`src/rtl/pool_ctrl.sv`:
```
// Job sequencer for the streaming max-pooling datapath: walks each pooling
// window in raster order, feeds the pooling unit and stores pooled results.
module pool_ctrl #(
  parameter int DATA_WIDTH = 8,
  parameter int ADDR_WIDTH = 16,
  parameter int DIM_WIDTH  = 8
) (
  input  logic                         clk,
  input  logic                         rst,
  input  logic                         cfg_start,
  input  logic [DIM_WIDTH-1:0]         cfg_width,
  input  logic [DIM_WIDTH-1:0]         cfg_height,
  input  logic [1:0]                   cfg_kernel,
  input  logic [1:0]                   cfg_stride,
  input  logic [ADDR_WIDTH-1:0]        cfg_src_base,
  input  logic [ADDR_WIDTH-1:0]        cfg_dst_base,
  input  logic                         stall,
  output logic                         busy,
  output logic                         done,
  output logic                         err,
  output logic                         rd_en,
  output logic [ADDR_WIDTH-1:0]        rd_addr,
  input  logic signed [DATA_WIDTH-1:0] rd_data,
  output logic                         pool_start,
  output logic                         pool_enable,
  output logic [1:0]                   pool_kernel,
  output logic signed [DATA_WIDTH-1:0] pool_data,
  output logic                         pool_valid,
  input  logic signed [DATA_WIDTH-1:0] pool_result,
  input  logic                         pool_result_valid,
  output logic                         wr_en,
  output logic [ADDR_WIDTH-1:0]        wr_addr,
  output logic signed [DATA_WIDTH-1:0] wr_data
);

  localparam int EW = DIM_WIDTH + 2;
  localparam int PW = 2 * EW;
  localparam int CW = 2 * DIM_WIDTH + 1;

  typedef enum logic [2:0] {
    S_IDLE,
    S_INIT,
    S_READ,
    S_DRAIN,
    S_DONE
  } state_t;

  state_t state, state_nxt;

  logic [DIM_WIDTH-1:0]  w_q, h_q;
  logic [1:0]            k_q, s_q;
  logic [ADDR_WIDTH-1:0] src_q, dst_q;

  logic [EW-1:0] x0, y0;
  logic [1:0]    kx, ky;
  logic [CW-1:0] issued, written;

  logic                         vld_p1;
  logic                         wr_en_p1;
  logic [ADDR_WIDTH-1:0]        wr_addr_p1;
  logic signed [DATA_WIDTH-1:0] wr_data_p1;

  logic [EW-1:0]         w_e, h_e, k_e, s_e, row, col;
  logic [PW-1:0]         row_off;
  logic [1:0]            k_m1;
  logic                  cfg_ok, win_last, x_wrap, y_end, drained, res_acc;
  logic [ADDR_WIDTH-1:0] rd_addr_calc, wr_addr_calc;

  // Widened to DIM_WIDTH+2 so origin + stride + kernel never overflows.
  assign w_e  = EW'(w_q);
  assign h_e  = EW'(h_q);
  assign k_e  = EW'(k_q);
  assign s_e  = EW'(s_q);
  assign k_m1 = k_q - 2'd1;

  assign cfg_ok = ((cfg_kernel == 2'd2) || (cfg_kernel == 2'd3)) &&
                  (cfg_stride != 2'd0) &&
                  (EW'(cfg_width) >= EW'(cfg_kernel)) &&
                  (EW'(cfg_height) >= EW'(cfg_kernel));

  assign win_last = (kx == k_m1) && (ky == k_m1);
  assign x_wrap   = (x0 + s_e + k_e) > w_e;
  assign y_end    = (y0 + s_e + k_e) > h_e;

  assign row          = y0 + EW'(ky);
  assign col          = x0 + EW'(kx);
  assign row_off      = PW'(row) * PW'(w_e);
  assign rd_addr_calc = src_q + ADDR_WIDTH'(row_off) + ADDR_WIDTH'(col);
  assign wr_addr_calc = dst_q + ADDR_WIDTH'(written);

  assign drained = (written == issued) && !vld_p1 && !pool_result_valid;
  assign res_acc = pool_result_valid && ((state == S_READ) || (state == S_DRAIN));

  always_ff @(posedge clk) begin
    if (rst) state <= S_IDLE;
    else     state <= state_nxt;
  end

  always_comb begin
    state_nxt   = state;
    busy        = 1'b0;
    done        = 1'b0;
    rd_en       = 1'b0;
    pool_start  = 1'b0;
    pool_enable = 1'b0;
    case (state)
      S_IDLE: begin
        if (cfg_start) state_nxt = cfg_ok ? S_INIT : S_DONE;
      end
      S_INIT: begin
        busy        = 1'b1;
        pool_enable = 1'b1;
        pool_start  = 1'b1;
        state_nxt   = S_READ;
      end
      S_READ: begin
        busy        = 1'b1;
        pool_enable = 1'b1;
        rd_en       = !stall;
        if (!stall && win_last && x_wrap && y_end) state_nxt = S_DRAIN;
      end
      S_DRAIN: begin
        busy        = 1'b1;
        pool_enable = 1'b1;
        if (drained) state_nxt = S_DONE;
      end
      S_DONE: begin
        done      = 1'b1;
        state_nxt = S_IDLE;
      end
      default: state_nxt = S_IDLE;
    endcase
  end

  // Job configuration is captured only when a start is accepted.
  always_ff @(posedge clk) begin
    if (state == S_IDLE && cfg_start) begin
      w_q   <= cfg_width;
      h_q   <= cfg_height;
      k_q   <= cfg_kernel;
      s_q   <= cfg_stride;
      src_q <= cfg_src_base;
      dst_q <= cfg_dst_base;
    end
  end

  always_ff @(posedge clk) begin
    if (rst) begin
      err        <= 1'b0;
      x0         <= '0;
      y0         <= '0;
      kx         <= '0;
      ky         <= '0;
      issued     <= '0;
      written    <= '0;
      vld_p1     <= 1'b0;
      wr_en_p1   <= 1'b0;
      wr_addr_p1 <= '0;
      wr_data_p1 <= '0;
    end else begin
      // p0 -> p1: read strobe becomes pixel-valid alongside returning SRAM data
      vld_p1   <= rd_en;
      wr_en_p1 <= res_acc;
      if (state == S_IDLE && cfg_start) err <= !cfg_ok;
      if (state == S_INIT) begin
        x0      <= '0;
        y0      <= '0;
        kx      <= '0;
        ky      <= '0;
        issued  <= '0;
        written <= '0;
      end else if (rd_en) begin
        if (kx == k_m1) begin
          kx <= '0;
          if (ky == k_m1) begin
            ky     <= '0;
            issued <= issued + CW'(1);
            if (x_wrap) begin
              x0 <= '0;
              y0 <= y0 + s_e;
            end else begin
              x0 <= x0 + s_e;
            end
          end else begin
            ky <= ky + 2'd1;
          end
        end else begin
          kx <= kx + 2'd1;
        end
      end
      // p0 -> p1: pooled result registered into the output SRAM write port
      if (res_acc) begin
        wr_addr_p1 <= wr_addr_calc;
        wr_data_p1 <= pool_result;
        written    <= written + CW'(1);
      end
    end
  end

  assign rd_addr     = rd_en ? rd_addr_calc : '0;
  assign pool_kernel = pool_enable ? k_q : 2'd0;
  assign pool_valid  = vld_p1;
  assign pool_data   = vld_p1 ? rd_data : '0;
  assign wr_en       = wr_en_p1;
  assign wr_addr     = wr_addr_p1;
  assign wr_data     = wr_data_p1;

endmodule
```
`config.mk`:
```
export PLATFORM = sky130hd
export DESIGN_NAME = pool_ctrl
export DESIGN_NICKNAME = d
export VERILOG_FILES = /design/src/rtl/pool_ctrl.sv
export SDC_FILE = /design/constraint.sdc
export NUM_CORES = 1
export LEC_CHECK = 0
export ABC_AREA = 1
export ABC_CLOCK_PERIOD_IN_PS = 15450
export CORE_AREA = 2 2 147 149
export CTS_CLUSTER_SIZE = 14
export DETAILED_ROUTE_END_ITERATION = 8
export DIE_AREA = 0 0 149 151
export GPL_ROUTABILITY_DRIVEN = 0
export HOLD_SLACK_MARGIN = 0.08
export PLACE_DENSITY = 0.85
export SETUP_SLACK_MARGIN = 0.15
export SYNTH_ARGS = -nofsm -noshare
export SYNTH_HDL_FRONTEND = slang
export SYNTH_SLANG_ARGS = --single-unit
```
`constraint.sdc`:
```
create_clock -name clk -period 15.45 [get_ports clk]
set_input_delay 3.09 -clock clk [delete_from_list [all_inputs] [get_ports clk]]
set_output_delay 3.09 -clock clk [all_outputs]
set_load 0.005 [all_outputs]
```
==> metrics.md, run 1 <==
| Metric | Value |
|---|---|
| Status | `finished clean` |
| Worst r2r src | `s_q[0]` |
| Cell mode on critical path | `inv_1` |
| Fmax | `98.06 MHz` |
| CP max stage cell | `fa_1` |
| First-pass GRT wire length | `44040 um` |
| Vias in the first global route | `9456` |
| DRT iter0 DRCs | `737` |
| Net Sw Frac | `36.25%` |
| Worst EP arrival | `7.11 ns` |
| Starting Density | `54.58%` |
| Worst Path Max Fanout | `6` |
| I/O Buffers | `130` |
| Synthesized Nets | `1658` |
| CP Launch Type | `flip-flop` |
| Hold path start | `wr_data[4]` |
| Die width | `149 um` |
| Crit-path leading delay family | `adder cells` |
| Row cnt | `53` |
| Syn Area/Cell | `8.003 um^2` |
| Core region area | `20820 um^2` |
| Setup repair bufs after CTS | `0` |
| Lkg Pwr | `6.238 nW` |
| Worst Path Required | `12.36 ns` |
| Min-delay worst type | `flip-flop to flip-flop` |
| Final Hold Violating Endpoints | `0` |
| Synth area leaders | `dfxtp_1 (16%), edfxtp_1 (14%), fa_1 (13%), ha_1 (9.8%), nand2_1 (9.0%)` |
| Crit path largest cell delay | `0.54 ns` |
| Total track usage | `24.40%` |
| Clk Latency, worst-skew pair | `0.44 ns` |
| Hold Buf Count CTS | `0` |
| Area grow syn2layout | `18.70%` |
| Tmin final | `10.20 ns` |
| Worst-margin pin slew | `0.9722 ns` |
| PD cells | `95.62 nW/um^2` |
| Worst VDD drop | `0.1251 mV` |
| Critical path class | `flip-flop to output port` |
| Flops & latches, synth | `140` |
| Register area share after synthesis | `29.24%` |
| Clock Path Buffers | `2` |
| Clock skew | `0.01206 ns` |
| Count of cell types in the netlist | `60` |
| Tcrit/Tclk final | `66.00%` |
| Overall Power | `1.290 mW` |
| Asr flop ratio synth | `0%` |
| Synth Warn # | `0` |
| Crit path buf inv count | `10` |
| H-tree depth | `4` |
| HPWL after DPL | `20840 um` |
| Antenna Violating Nets Remaining | `0` |
| Clk slew on worst S/H paths | `0.07 ns` |
| Crit. End Element | `output port` |
| Max-cap viol count | `0` |
| Slew Limit Fails | `0` |
| Post-Route Setup TNS | `0 ns` |
| DRC viols | `0` |
| Internal power | `0.8223 mW` |
| Largest net degree at the start of global routing | `38` |
| Design area | `13490 um^2` |
| Vias per cell | `5.328` |
| Placed instance area | `12900 um^2` |
| Net Switching | `0.4676 mW` |
| Relative slew margins | `34.78%` |
| Layout fillers | `1643` |
| Mapped Cells | `1420` |
| Final-stage net count | `1783` |
| CTS sink count | `140` |
| Main flop type after synthesis | `dfxtp_1` |
| Register area | `3323 um^2` |
| Combinational share of power | `30.7%` |
| Initial antenna violation count | `0` |
| Placed cells | `1801` |
| Share of the synthesized area in the top cell type | `15.50%` |
| Cts bufs inserted | `17` |
| CTS tree | `yes` |
| Power share of the clock group | `31.7%` |
| Crit. Startpoint | `y0[1]` |
| Layout cells sized above 1 | `6.290%` |
| Post-synth EDFFs | `52` |
| Vias | `9767` |
| Mapped Area | `11360 um^2` |
| Sequential share of power | `37.6%` |
| Root Buffer | `clkbuf_16` |
| First-pass detailed-route iteration total | `5` |
| Final Setup Violations | `0` |
| Multi-input gate area | `6843 um^2` |
| DRT Wirelength | `26680 um` |
| Boundary Pins | `131` |
| RSZ-0062 raised after global routing | `false` |
| # resized after CTS | `0` |
| Wirelength per Cell | `14.55 um` |
| Layout Cells excl Fill | `1833` |
| # diodes | `0` |
| Die area | `22500 um^2` |
| Area leader, netlist | `dfxtp_1` |
| Grt ovf | `0` |
| Die height | `151 um` |
flip-flops by register name (all words and copies together) (netlist names), 3 cells and up:
name / count
issued: 17
wr_data: 8
state: 3
w_q: 8
wr_addr: 16
y0: 10
x0: 10
written: 17
h_q: 8
dst_q: 16
src_q: 16
layout by cell type, fill, tap and decap left out, types with 6 or more instances in the layout:
cell type | netlist | routed
xnor2_1 | 16 | 16
nor2_1 | 111 | 110
ha_1 | 89 | 89
nand2_2 | 12 | 12
clkbuf_16 | 0 | 17
a211oi_1 | 7 | 7
o21bai_1 | 11 | 11
nor3_1 | 21 | 21
nor4_1 | 8 | 8
nand3_1 | 60 | 60
inv_2 | 10 | 10
dfxtp_1 | 88 | 88
clkdlybuf4s50_1 | 0 | 130
nor2_2 | 6 | 6
fa_1 | 76 | 76
xor2_1 | 37 | 37
nand4_1 | 19 | 19
nand2_1 | 274 | 274
edfxtp_1 | 52 | 52
o21ai_0 | 57 | 57
a21oi_1 | 92 | 92
inv_1 | 271 | 271
power groups by stage:
stage          logic (mW)  clock network (mW)  registers [mW]
2_1_floorplan       0.247                   0           0.480
4_1_cts             0.396               0.414           0.483
3_5_place_dp        0.390                   0           0.490
6_report            0.396               0.409           0.484
3_3_place_gp        0.377                   0           0.489
5_1_grt             0.444               0.428           0.489
cell type report:
type / count / share of cell area [%]
Tap cell: 275 / 2.551
Sequential cell: 140 / 24.63
Multi-Input combinational cell: 970 / 50.72
Clock buffer: 17 / 3.153
Timing Repair Buffer: 134 / 9.868
Inverter: 282 / 7.846
Clock inverter: 15 / 1.224
layer usage:
layer	part of all wire [%]	vias up	global-route usage, %
met5	0	-	0
met4	1.9	0	7.000
met3	5.9	46	4.277
met2	47	346	41.22
met1	45	4554	32.36
li1	-	4821	-
worst reg2reg max path: stages, from the launching register on:
cell and delay, ns:
edfxtp_1 0.46, ha_1 0.28, fa_1 0.53, inv_1 0.08, fa_1 0.42, nor2_1 0.13
inv_1 0.06, nor2_1 0.32, nand4_1 0.19, xor2_1 0.18, inv_1 0.06, ha_1 0.26
nand2_1 0.06, inv_1 0.05, nand2_1 0.06, nand2_1 0.05, nand2_1 0.11, nand4_4 0.29
nand2_4 0.33, nor2_1 0.12, a211oi_2 0.17
cells in the mapped netlist, types with 21 or more instances:
library cell / n
nand2_1: 274
inv_1: 271
nor2_1: 111
a21oi_1: 92
ha_1: 89
dfxtp_1: 88
fa_1: 76
nand3_1: 60
o21ai_0: 57
edfxtp_1: 52
xor2_1: 37
nor3_1: 21
stage by stage:
| stage | utilization, % | hold WS (ns) | setup slack (ns) |
|---|---|---|---|
| 2_1_floorplan | - | 0.4521 | 6.758 |
| 3_3_place_gp | 61.95 | 0.4520 | 6.011 |
| 3_5_place_dp | 61.95 | 0.4550 | 5.811 |
| 4_1_cts | 64.79 | 0.4645 | 5.295 |
| 5_1_grt | 64.79 | 0.4909 | 4.725 |
| 6_report | 64.79 | 0.4627 | 5.252 |
worst paths after layout:
kind / to / slack [ns] / cells after the start
worst max-delay path: rd_addr[14] / 5.25 / 34
worst min-delay path: wr_data[4] / 0.46 / 2
worst max register to register: y0[9] / 11.17 / 20
worst min register to register: wr_data[4] / 0.46 / 2
cell families after synthesis:
logic type | after synthesis | synth area share, %
adders and majority gates | 165 | 23.19
DFF | 140 | 29.24
and+or+nand+nor | 537 | 21.03
buffers and inverters | 310 | 10.61
AOI/OAI and AO/OA | 212 | 11.32
xor gates and xnor gates | 56 | 4.613
(Power assumes the default switching activity.)
==> run 2: changes to the inputs <==
- ABC_CLOCK_PERIOD_IN_PS: 15450 -> 8900
- CORE_AREA: 2 2 147 149 -> 2 2 151 153
- DIE_AREA: 0 0 149 151 -> 0 0 153 155
- PLACE_DENSITY: 0.85 -> 0.84
- clock period: 15.45 -> 8.9 ns (I/O delays scaled with it)
==> metrics.md, run 2 (synthesis gave the netlist of run 1 again) <==
| Metric | Value |
|---|---|
| Commonest non-fill, non-tap cell in the layout | `nand2_1 (unchanged)` |
| Worst r2r src | `s_q[0] (unchanged)` |
| Layout cells sized above 1 | `8.632% (was 6.290%)` |
| Final-stage net count | `1789 (was 1783)` |
| Crit. End Element | `output port (unchanged)` |
| DRC viols | `0 (unchanged)` |
| Total track usage | `23.57% (was 24.40%)` |
| Pre-CTS setup slack | `0.5077 ns (was 5.811 ns)` |
| Final setup margin | `0.3174 ns (was 5.252 ns)` |
| Boundary Pins | `131 (unchanged)` |
| CTS sink count | `140 (unchanged)` |
| Relative slew margins | `40.41% (was 34.78%)` |
| Clock Path Buffers | `2 (unchanged)` |
| Worst VDD drop | `0.1722 mV (was 0.1251 mV)` |
| Crit path buf inv count | `10 (unchanged)` |
| Starting Density | `51.13% (was 54.58%)` |
| Worst Path Max Fanout | `6 (unchanged)` |
| Hold path start | `wr_data[7] (was wr_data[4])` |
| Min-delay worst type | `flip-flop to flip-flop (unchanged)` |
| Grt ovf | `0 (unchanged)` |
| Slew Limit Fails | `0 (unchanged)` |
| Tcrit/Tclk final | `96.43%` |
| First-pass GRT wire length | `45940 um (was 44040 um)` |
| CTS tree | `yes (unchanged)` |
| Worst EP arrival | `6.80 ns (was 7.11 ns)` |
| Crit-path leading delay family | `adder cells (unchanged)` |
| First-pass detailed-route iteration total | `6 (was 5)` |
| HPWL after DPL | `21030 um (was 20840 um)` |
| PD cells | `165.1 nW/um^2 (was 95.62 nW/um^2)` |
| Antenna Violating Nets Remaining | `0 (unchanged)` |
| CP max stage cell | `fa_1 (unchanged)` |
| Core region area | `22230 um^2 (was 20820 um^2)` |
| R2R Path End | `state[0] (was y0[9])` |
| DRT Wirelength | `28090 um (was 26680 um)` |
| Worst-margin pin slew | `0.8929 ns (was 0.9722 ns)` |
| Fmax | `116.5 MHz` |
| Area grow syn2layout | `20.63% (was 18.70%)` |
| Vias in the first global route | `9602 (was 9456)` |
| Slack of the worst reg-to-reg path | `4.72 ns (was 11.17 ns)` |
| DRT iter0 DRCs | `966 (was 737)` |
| Final Setup Violations | `0 (unchanged)` |
| Biggest regs | `issued x17, written x17 (unchanged)` |
| Critical path class | `flip-flop to output port (unchanged)` |
| Cts bufs inserted | `17 (unchanged)` |
| Vias | `9985 (was 9767)` |
| I/O Buffers | `130 (unchanged)` |
| Design area | `13710 um^2 (was 13490 um^2)` |
| Lkg Pwr | `6.313 nW (was 6.238 nW)` |
| Worst Path Required | `7.12 ns (was 12.36 ns)` |
| CP Launch Type | `flip-flop (unchanged)` |
| H-tree depth | `4 (unchanged)` |
| Die width | `153 um (was 149 um)` |
| Max-cap viol count | `0 (unchanged)` |
| Die area | `23720 um^2 (was 22500 um^2)` |
| Tmin final | `8.583 ns` |
| Hold Buf Count CTS | `0 (unchanged)` |
| Placed instance area | `12920 um^2 (was 12900 um^2)` |
| Row cnt | `55 (was 53)` |
| Clock skew | `0.01622 ns (was 0.01206 ns)` |
| Clk slew on worst S/H paths | `0.07 ns (about the same)` |
| Largest net degree at the start of global routing | `38 (unchanged)` |
| Hold EP | `wr_data[7] (was wr_data[4])` |
| # diodes | `0 (unchanged)` |
| Core Util, Final | `61.68% (was 64.79%)` |
| Clk Latency, worst-skew pair | `0.44 ns (about the same)` |
| Crit path largest cell delay | `0.53 ns (was 0.54 ns)` |
| Final Hold Violating Endpoints | `0 (unchanged)` |
| Root Buffer | `clkbuf_16 (unchanged)` |
| RSZ-0062 raised after global routing | `true (was false)` |
| Commonest cells after routing, fill and taps aside | `nand2_1 (271), inv_1 (267), clkdlybuf4s50_1 (128) (was nand2_1 (274), inv_1 (271), clkdlybuf4s50_1 (130))` |
| Vias per cell | `5.400 (was 5.328)` |
| WHS Path Cells | `2 (unchanged)` |
| Status | `finished clean (unchanged)` |
| Die height | `155 um (was 151 um)` |
| Initial antenna violation count | `1 (was 0)` |
| Cell mode on critical path | `inv_1 (unchanged)` |
| Worst r2r path cells | `21 (was 20)` |
| Wirelength per Cell | `15.19 um (was 14.55 um)` |
run 2: cell count changes in the layout (fill, tap and decap cells not counted), sizes merged:
cell / before / now
buf: 4 / 10
dlymetal6s2s: 0 / 2
clkdlybuf4s50: 130 / 128
clkinv: 5 / 8
clkinvlp: 1 / 0
inv: 291 / 289
run 2: layout make-up:
class                           instances  area (um^2)
Tap cell                              285        356.6
Fill cell                            1781         8518
Clock inverter                         15        188.9
Clock buffer                           17        425.4
Sequential cell                       140         3331
Timing Repair Buffer                  140         1381
Multi-Input combinational cell        970         6968
Inverter                              282         1059
run 2: worst reg2reg max path, stage by stage (launching register included):
cell and delay, ns:
edfxtp_1 0.47, ha_1 0.28, fa_1 0.52, inv_1 0.08
fa_1 0.42, nor2_1 0.11, inv_1 0.05, nor2_1 0.27
nand4_1 0.15, xor2_1 0.18, inv_1 0.07, ha_1 0.27
nand2_1 0.06, inv_1 0.05, nand2_1 0.06, nand2_1 0.04
nand2_1 0.11, nand4_4 0.31, nand2_1 0.18, nand2_1 0.13
a21oi_1 0.19, nor2_1 0.06
run 2: layer usage:
layer | part of all wire (%) | track usage (%) | up-vias | wire length (um)
met5 | 0 | 0 | - | 0
met4 | 2.6 | 7.628 | 0 | 736
met3 | 6.7 | 3.788 | 77 | 1881
met2 | 47 | 39.55 | 444 | 13300
met1 | 43 | 31.43 | 4631 | 12170
li1 | - | - | 4833 | -
run 2: power breakdown:
part	switching, mW	internal [mW]	leakage, nW	total, mW
clock	0.341	0.384	0.299	0.725
sequential	0.0689	0.773	1.20	0.842
combinational	0.418	0.279	4.81	0.697
run 2: stage by stage:
step                      instances  setup TNS, ns  total power, mW  hold slack (ns)
after floorplan                1420              0            1.263           0.4521
final                          1849              0            2.263           0.4718
after CTS                      1844              0            2.261           0.4726
after global routing           1849        -0.1128            2.391           0.4928
after global placement         1812              0            1.508           0.4529
after detailed placement       1812              0            1.531           0.4619
run 2: repair_timing:
action / in CTS / in global routing
endpoints found under the setup margin: 2 / 8
pin swaps: 0 / 8
resized for setup: 4 / 36
setup buffers: 0 / 5
run 2: worst max-delay path by stage:
stage                     startpoint          end  slack (ns)  cells after the start
after global placement         y0[0]  rd_addr[15]        0.76                     29
final                          y0[1]  rd_addr[15]        0.32                     34
after floorplan                y0[1]  rd_addr[15]        1.52                     33
after CTS                      y0[0]  rd_addr[15]        0.15                     28
after global routing           y0[1]  rd_addr[15]       -0.11                     32
after detailed placement       y0[1]  rd_addr[15]        0.51                     34
